`src/rtl/triangle_voice_sequencer.sv`:
```
// triangle_voice_sequencer
//   Shares one triangle tone generator between NUM_VOICES voices. Each voice
//   owns a phase accumulator plus frequency, gate and ringmod settings. A
//   sample_tick starts a frame. The frame steps every voice once, in order
//   0..N-1, and returns one registered sample per voice.
//
// Ports
//   clk, rst_n          system clock, synchronous active-low reset
//   sample_tick         one-cycle pulse that starts a frame
//   cfg_we, cfg_voice,  config write: frequency, gate and ringmod for one voice.
//   cfg_freq, cfg_gate, Writes to voice indices >= NUM_VOICES are ignored.
//   cfg_ringmod
//   tg_accumulator,     phase, ringmod enable and modulator MSB presented to
//   tg_en_ringmod,      the shared generator
//   tg_ringmod_source
//   tg_dout             combinational sample returned by the shared generator
//   sample_out,         captured sample and the voice it belongs to
//   sample_voice
//   sample_valid        one-cycle pulse per voice
//   frame_done          one-cycle pulse on the last voice's sample_valid
//   busy                high while a frame is in progress
//   overrun             sticky; set when a tick arrives during a frame
module triangle_voice_sequencer #(
  parameter int NUM_VOICES       = 3,
  parameter int ACCUMULATOR_BITS = 24,
  parameter int OUTPUT_BITS      = 12,
  parameter int FREQ_BITS        = 16,
  localparam int VIDX_BITS       = (NUM_VOICES > 1) ? $clog2(NUM_VOICES) : 1
) (
  input  logic                        clk,
  input  logic                        rst_n,
  input  logic                        sample_tick,
  input  logic                        cfg_we,
  input  logic [VIDX_BITS-1:0]        cfg_voice,
  input  logic [FREQ_BITS-1:0]        cfg_freq,
  input  logic                        cfg_gate,
  input  logic                        cfg_ringmod,
  output logic [ACCUMULATOR_BITS-1:0] tg_accumulator,
  output logic                        tg_en_ringmod,
  output logic                        tg_ringmod_source,
  input  logic [OUTPUT_BITS-1:0]      tg_dout,
  output logic [OUTPUT_BITS-1:0]      sample_out,
  output logic [VIDX_BITS-1:0]        sample_voice,
  output logic                        sample_valid,
  output logic                        frame_done,
  output logic                        busy,
  output logic                        overrun
);

  typedef enum logic [1:0] {S_IDLE, S_ADD, S_EMIT} state_t;

  localparam logic [VIDX_BITS-1:0] LAST_VOICE = VIDX_BITS'(NUM_VOICES - 1);

  state_t                      state;
  logic [VIDX_BITS-1:0]        voice;
  logic [ACCUMULATOR_BITS-1:0] acc     [NUM_VOICES];
  logic [FREQ_BITS-1:0]        freq    [NUM_VOICES];
  logic                        gate    [NUM_VOICES];
  logic                        ringmod [NUM_VOICES];

  logic [VIDX_BITS-1:0]        prev_voice;
  logic [ACCUMULATOR_BITS-1:0] next_acc;
  logic                        cfg_hit;

  // The modulator is the previous voice, wrapping from voice 0 to voice N-1.
  // The next phase is computed from the stored settings. A config write in
  // the same cycle therefore only takes effect in the following frame.
  always_comb begin
    prev_voice = (voice == '0) ? LAST_VOICE : voice - VIDX_BITS'(1);
    next_acc   = gate[voice] ? acc[voice] + ACCUMULATOR_BITS'(freq[voice]) : '0;
    cfg_hit    = cfg_we && (int'(cfg_voice) < NUM_VOICES);
  end

  // Frame sequencer. Each voice takes one ADD cycle, which updates the phase
  // and drives the generator, and one EMIT cycle, which captures the
  // generator's combinational result. The modulator MSB is read from the
  // stored accumulator. Voice v>0 therefore sees voice v-1 already updated
  // in this frame, while voice 0 sees voice N-1 from the previous frame.
  always_ff @(posedge clk) begin
    if (!rst_n) begin
      state             <= S_IDLE;
      voice             <= '0;
      tg_accumulator    <= '0;
      tg_en_ringmod     <= 1'b0;
      tg_ringmod_source <= 1'b0;
      sample_out        <= '0;
      sample_voice      <= '0;
      sample_valid      <= 1'b0;
      frame_done        <= 1'b0;
      busy              <= 1'b0;
      overrun           <= 1'b0;
      for (int i = 0; i < NUM_VOICES; i++) begin
        acc[i]     <= '0;
        freq[i]    <= '0;
        gate[i]    <= 1'b0;
        ringmod[i] <= 1'b0;
      end
    end else begin
      sample_valid <= 1'b0;
      frame_done   <= 1'b0;

      if (cfg_hit) begin
        freq[cfg_voice]    <= cfg_freq;
        gate[cfg_voice]    <= cfg_gate;
        ringmod[cfg_voice] <= cfg_ringmod;
      end

      if (sample_tick && (state != S_IDLE)) begin
        overrun <= 1'b1;
      end

      case (state)
        S_IDLE: begin
          if (sample_tick) begin
            state <= S_ADD;
            voice <= '0;
            busy  <= 1'b1;
          end
        end
        S_ADD: begin
          acc[voice]        <= next_acc;
          tg_accumulator    <= next_acc;
          tg_en_ringmod     <= ringmod[voice];
          tg_ringmod_source <= acc[prev_voice][ACCUMULATOR_BITS-1];
          state             <= S_EMIT;
        end
        S_EMIT: begin
          sample_out   <= tg_dout;
          sample_voice <= voice;
          sample_valid <= 1'b1;
          frame_done   <= (voice == LAST_VOICE);
          if (voice == LAST_VOICE) begin
            state <= S_IDLE;
            busy  <= 1'b0;
          end else begin
            voice <= voice + VIDX_BITS'(1);
            state <= S_ADD;
          end
        end
        default: begin
          state <= S_IDLE;
          busy  <= 1'b0;
        end
      endcase
    end
  end

endmodule

```
`config.mk`:
```
export PLATFORM = sky130hd
export DESIGN_NAME = triangle_voice_sequencer
export DESIGN_NICKNAME = d
export VERILOG_FILES = /design/src/rtl/triangle_voice_sequencer.sv
export SDC_FILE = /design/constraint.sdc
export NUM_CORES = 1
export LEC_CHECK = 0
export ABC_CLOCK_PERIOD_IN_PS = 6600
export BUFFER_PORTS_ARGS = -buffer_cell sky130_fd_sc_hd__buf_2
export CORE_MARGIN = 3
export CORE_UTILIZATION = 50
export DETAILED_ROUTE_END_ITERATION = 8
export GPL_ROUTABILITY_DRIVEN = 0
export PLACE_DENSITY = 0.74
export SETUP_SLACK_MARGIN = 0.15
export SLEW_MARGIN = 20
export SYNTH_ARGS = -nofsm -noshare
export SYNTH_HDL_FRONTEND = slang
export SYNTH_SLANG_ARGS = --single-unit
export TNS_END_PERCENT = 30
```
`constraint.sdc`:
```
create_clock -name clk -period 6.6 [get_ports clk]
set_input_delay 0.33 -clock clk [delete_from_list [all_inputs] [get_ports clk]]
set_output_delay 0.33 -clock clk [all_outputs]
set_load 0.05 [all_outputs]
```
* Yosys cells after proc, flatten, opt, wreduce, memory -nomap -nowiden *
Memory sizes are Yosys's and may differ from the RTL's. A register that Yosys moved wholly into a read port is not among the register bits.
Index checks and enable logic that the tools add are counted.

word-level totals
  memories = 4
  bits of input ports = 36
  RAM bits = 126
  ROM bits = 0
  word-level logic and storage cells = 76
  bits in latches = 0
  bits in registers = 46

memories
  name     depth  bits a word  rd ports  clocked after Yosys merged registers in  write ports  line  source
  acc      3      24           2         2                                        3            56    logic [ACCUMULATOR_BITS-1:0] acc [NUM_VOICES];
  freq     3      16           1         1                                        3            57    logic [FREQ_BITS-1:0] freq [NUM_VOICES];
  gate     3      1            1         1                                        3            58    logic gate [NUM_VOICES];
  ringmod  3      1            1         1                                        3            59    logic ringmod [NUM_VOICES];

operators by class
  order comparisons = 1
  muxes and demuxes = 37
  multiply operators = 0
  divide/modulo/power cells = 0
  shift-type cells = 0
  reductions and logical operators = 15
  bitwise logic cells = 1
  eq/ne operators = 6
  add/subtract/negate cells = 3

operators by type and width
  kind                                                                    count
  24-bit two-way mux                                                      2
  2-bit two-way mux                                                       14
  24-bit by 16-bit adder with 24-bit output                               1
  24-bit OR reduction                                                     1
  1-bit two-way mux                                                       17
  16-bit two-way mux                                                      1
  16-bit OR reduction                                                     1
  2-bit inequality test (second input constant)                           3
  2-bit one-hot mux with 3 select lines                                   1
  3-bit AND reduction                                                     2
  2-bit equality test (second input constant)                             2
  2-bit logical NOT                                                       2
  2-bit one-hot mux with 2 select lines                                   1
  2-bit nonzero test                                                      2
  1-bit one-hot mux with 3 select lines                                   1
  2-bit by 1-bit adder with 2-bit output (second input constant)          1
  2-bit by 1-bit equality test with 1-bit output (second input constant)  1
  1-bit logical AND                                                       2
  1-bit logical NOT                                                       2
  2-bit less-than comparator (second input constant)                      1
  2-bit AND reduction                                                     1
  1-bit OR reduction                                                      2
  2-bit by 1-bit subtractor with 2-bit output (second input constant)     1
  1-bit NOT                                                               1

* Longest topological paths before layout *
  depth after elaboration = 7
  mapped depth = 13
  mapped depth without buffers = 10

* Worst setup path before layout *
No wires, ideal clock.

  path type = reg-to-reg
  start = register with a tool-made name
  end = memory acc[0][15], data pin
  library setup time = 265 ps
  setup slack = 2841 ps
  arrival time = 3494 ps
  cell stages (with the launch flop) = 13
  required time = 6335 ps
  path buffers = 3
  path through = dfxtp_1 -> buf_2 -> buf_2 -> buf_2 -> mux4_2 -> ha_1 -> a21o_1 -> a31o_1 -> o2111a_1 -> a211o_4 -> a221oi_4 -> xor2_2 -> nor2_1

RTL lines
  element        line
  end, declared  56

==> key figures <==
Power
  • Clk pwr share: 39.2%
  • Logic gate share of total power: 10.2%
  • Pleak: 0.00421 uW
  • Switching power: 730 uW
  • Pint: 2330 uW
  • Sequential Power Share: 50.6%
  • Power Density: 275 nW/um2
  • Pwr Total: 3060 uW
  • Sw Ratio: 23.9%
  • VDD IR max: 0.209 mV

Floorplan
  • Core area: 18900 um2
  • # rows: 50
  • Die Y: 145 um
  • Initial Util: 51.4%
  • Boundary Pins: 80
  • Die X: 145 um
  • Total Die Area: 21100 um2

Critical path
  • Reg2Reg Capture Point: acc[1][22]
  • Worst Setup End Kind: flip-flop
  • Critical path's slowest cell: dfxtp_2
  • Crit path required time: 6.83 ns
  • Crit path max fanout: 21
  • Cell count of the worst reg-to-reg path: 10
  • Critical path arrival: 4.46 ns
  • Slowest cell delay on critical path: 0.83 ns
  • CP Cell Sequence: buf_4, mux4_2, fa_1, a21o_1, a221oi_1, o31a_1, o21ai_1, nand4b_1, xor2_1, nor2_1
  • Critical path startpoint category: flip-flop
  • Crit path kind: reg2reg
  • R2R setup slack: 2.37 ns

Outcome
  • Status: complete, no violations

Routing
  • Initial DRC count: 440
  • Remaining DRCs: 0
  • Wire per inst: 18.2 um
  • Vias: 6019
  • ANT nets after route: 0
  • Drt first pass iters: 5
  • Vias/cell: 5.34
  • Total wire length: 20.5 mm

Global routing
  • Largest net degree at the start of global routing: 49
  • First-pass GRT wire length: 33.3 mm
  • Grt ovf: 0
  • Initial antenna violation count: 0
  • Total GRT Usage: 19.4%
  • Met2 global-route usage: 33.2%
  • Top Usage Layer GRT: met2
  • Number of global-route vias before repair: 6115
  • M1 GR Usage: 26.7%
  • Met3 Use GR: 3.08%

Synth
  • Mapped Cells: 760
  • Post-Syn Area per Cell: 12.8 um2
  • EDFF count, synth: 162
  • Largest area contributor in the netlist: edfxtp_1
  • Synthesized area: 9710 um2
  • Ys async rst share: 0%
  • #FFs+latches synth: 218
  • Distinct cells, synth: 56
  • Seq/Total Area, Yosys: 61.7%
  • Main flop type after synthesis: edfxtp_1
  • Number of synthesis warnings: 0
  • Share of the synthesized area in the top cell type: 50.1%
  • Ranking of synthesized cells by area: edfxtp_1, dfxtp_1, mux4_2

Clock tree
  • Post-cts resize count: 0
  • CTS sink cnt: 218
  • Worst-path clk slew: 0.06 ns
  • Clk_lat worst skew: 0.51 ns
  • CTS root buffer: clkbuf_16
  • Hold_buf cts: 0
  • H-Tree Depth: 1
  • Total CTS buffers: 24
  • Postcts setup bufs: 0
  • TritonCTS clock tree: built
  • Clk buf depth: 3

STA
  • Period Utilization, post-route: 64.0%
  • Finish-stage setup viols: 0
  • Final hold viol count: 0
  • Final hold slack: 0.0254 ns
  • Clock skew: 0.00736 ns
  • Final Critical Period: 4.23 ns
  • Post-Route Setup TNS: 0 ns
  • RSZ-0062 raised after global routing: no
  • F_max: 237 MHz
  • Relative slew slack: 39.3%
  • Worst Max-Slew Pin Slew: 0.911 ns
  • Final Max Slew Viols: 0
  • Final setup margin: 2.37 ns

Cells and area
  • Share of layout cells above drive strength 1: 21.1%
  • Commonest cells after routing, fill and taps aside: edfxtp_1, nand2_1, nor2_1, buf_2, and2_1
  • Final non-filler cell area: 11100 um2
  • Ant diodes: 0
  • Most common cell after layout, fill and taps aside: edfxtp_1
  • Synth-to-layout area growth: 14.7%
  • Final net count: 908

Hold path
  • Hold depth: 1
  • Worst Hold Path EP: freq[3][6]
  • Hold path startpoint: cfg_freq[6]
  • Worst hold path class: in2reg

Place
  • DP Area: 10400 um2
  • Setup WS pre-CTS: 2.31 ns
  • Port-buffer cells: 79
  • Detail Placement HPWL: 13.5 mm

Job
  • Max_cap viols: 0
-- layout make-up --
class | instances | area (um2)
Clock inverter | 13 | 62.6
Multi-Input combinational cell | 500 | 3570
Sequential cell | 218 | 5990
Timing Repair Buffer | 91 | 485
Inverter | 15 | 56.3
Fill cell | 1578 | 7760
Clock buffer | 30 | 644
Tap cell | 260 | 325
-- power groups by stage --
stage          logic, uW  clock network (uW)  registers (uW)
6_report             311                1200            1550
5_1_grt              341                1290            1560
4_1_cts              311                1230            1550
3_5_place_dp         308                   0            1580
3_3_place_gp         306                   0            1580
2_1_floorplan        211                   0            1590
-- flip-flops by register name, summed over array words and instances (netlist names), 2 cells and up, named ones only --
| signal | cells |
|---|---|
| acc | 96 |
| freq | 64 |
| gate | 4 |
| ringmod | 4 |
| sample_out | 12 |
| sample_voice | 2 |
| state | 2 |
| tg_accumulator | 24 |
| voice | 2 |
-- through the flow --
| stage | utilization [%] | instances |
|---|---|---|
| 2_1_floorplan | - | 777 |
| 3_3_place_gp | 55.2 | 1084 |
| 3_5_place_dp | 55.2 | 1084 |
| 4_1_cts | 58.9 | 1127 |
| 5_1_grt | 58.9 | 1127 |
| 6_report | 58.9 | 1127 |
-- kinds of logic (layout without fill, tap and decap cells) --
logic type	after synthesis	in the layout	share of synthesized area [%]
AO/OA/AOI/OAI	98	98	6.75
AND/OR/NAND/NOR	296	296	14.0
XOR/XNOR	20	20	2.04
buffers and inverters	59	149	2.42
other	1	18	0.0386
adder cells (fa/ha/maj)	22	22	2.91
multiplexers	46	46	10.2
flip-flops	218	218	61.7
-- critical path: cells and delay by family (launching register included) --
family / cells / cell delay (ns)
flops: 1 / 0.83
xor+xnor: 1 / 0.35
compound gates: 4 / 1.09
buf+inv: 1 / 0.35
simple gates: 2 / 0.25
mux: 1 / 0.58
fa+ha+maj: 1 / 0.49
-- how the worst max path moves through the flow --
stage                    from         end  slack (ns)  cells past startpoint
floorplan           flip-flop  acc[0][15]        2.84                     12
global placement    flip-flop  acc[0][22]        2.38                     10
detailed placement  flip-flop  acc[1][22]        2.31                     10
CTS                 flip-flop  acc[1][22]        2.28                     10
global route        flip-flop  acc[1][22]        2.06                     10
finish              flip-flop  acc[1][22]        2.37                     10
-- cells in the mapped netlist, types with 3 or more instances --
library cell	number
nor3b_1	3
nor2_1	95
edfxtp_1	162
nand2_1	101
and3_1	4
o21a_1	4
mux4_2	42
and2_1	59
ha_1	21
a21boi_0	17
xnor2_1	7
nand3_1	13
o21ai_0	33
dfxtp_1	56
o21ai_1	6
inv_1	14
buf_2	8
a21o_1	7
clkbuf_1	34
nand2b_1	4
nor2b_1	5
xor2_1	10
a21oi_1	14
-- metal layers --
| layer | wire length (um) | vias to the layer above |
|---|---|---|
| met3 | 993 | 34 |
| met2 | 10200 | 142 |
| met4 | 343 | 0 |
| met5 | 0 | - |
| met1 | 9020 | 2959 |
| li1 | - | 2884 |
(Power assumes the default switching activity.)
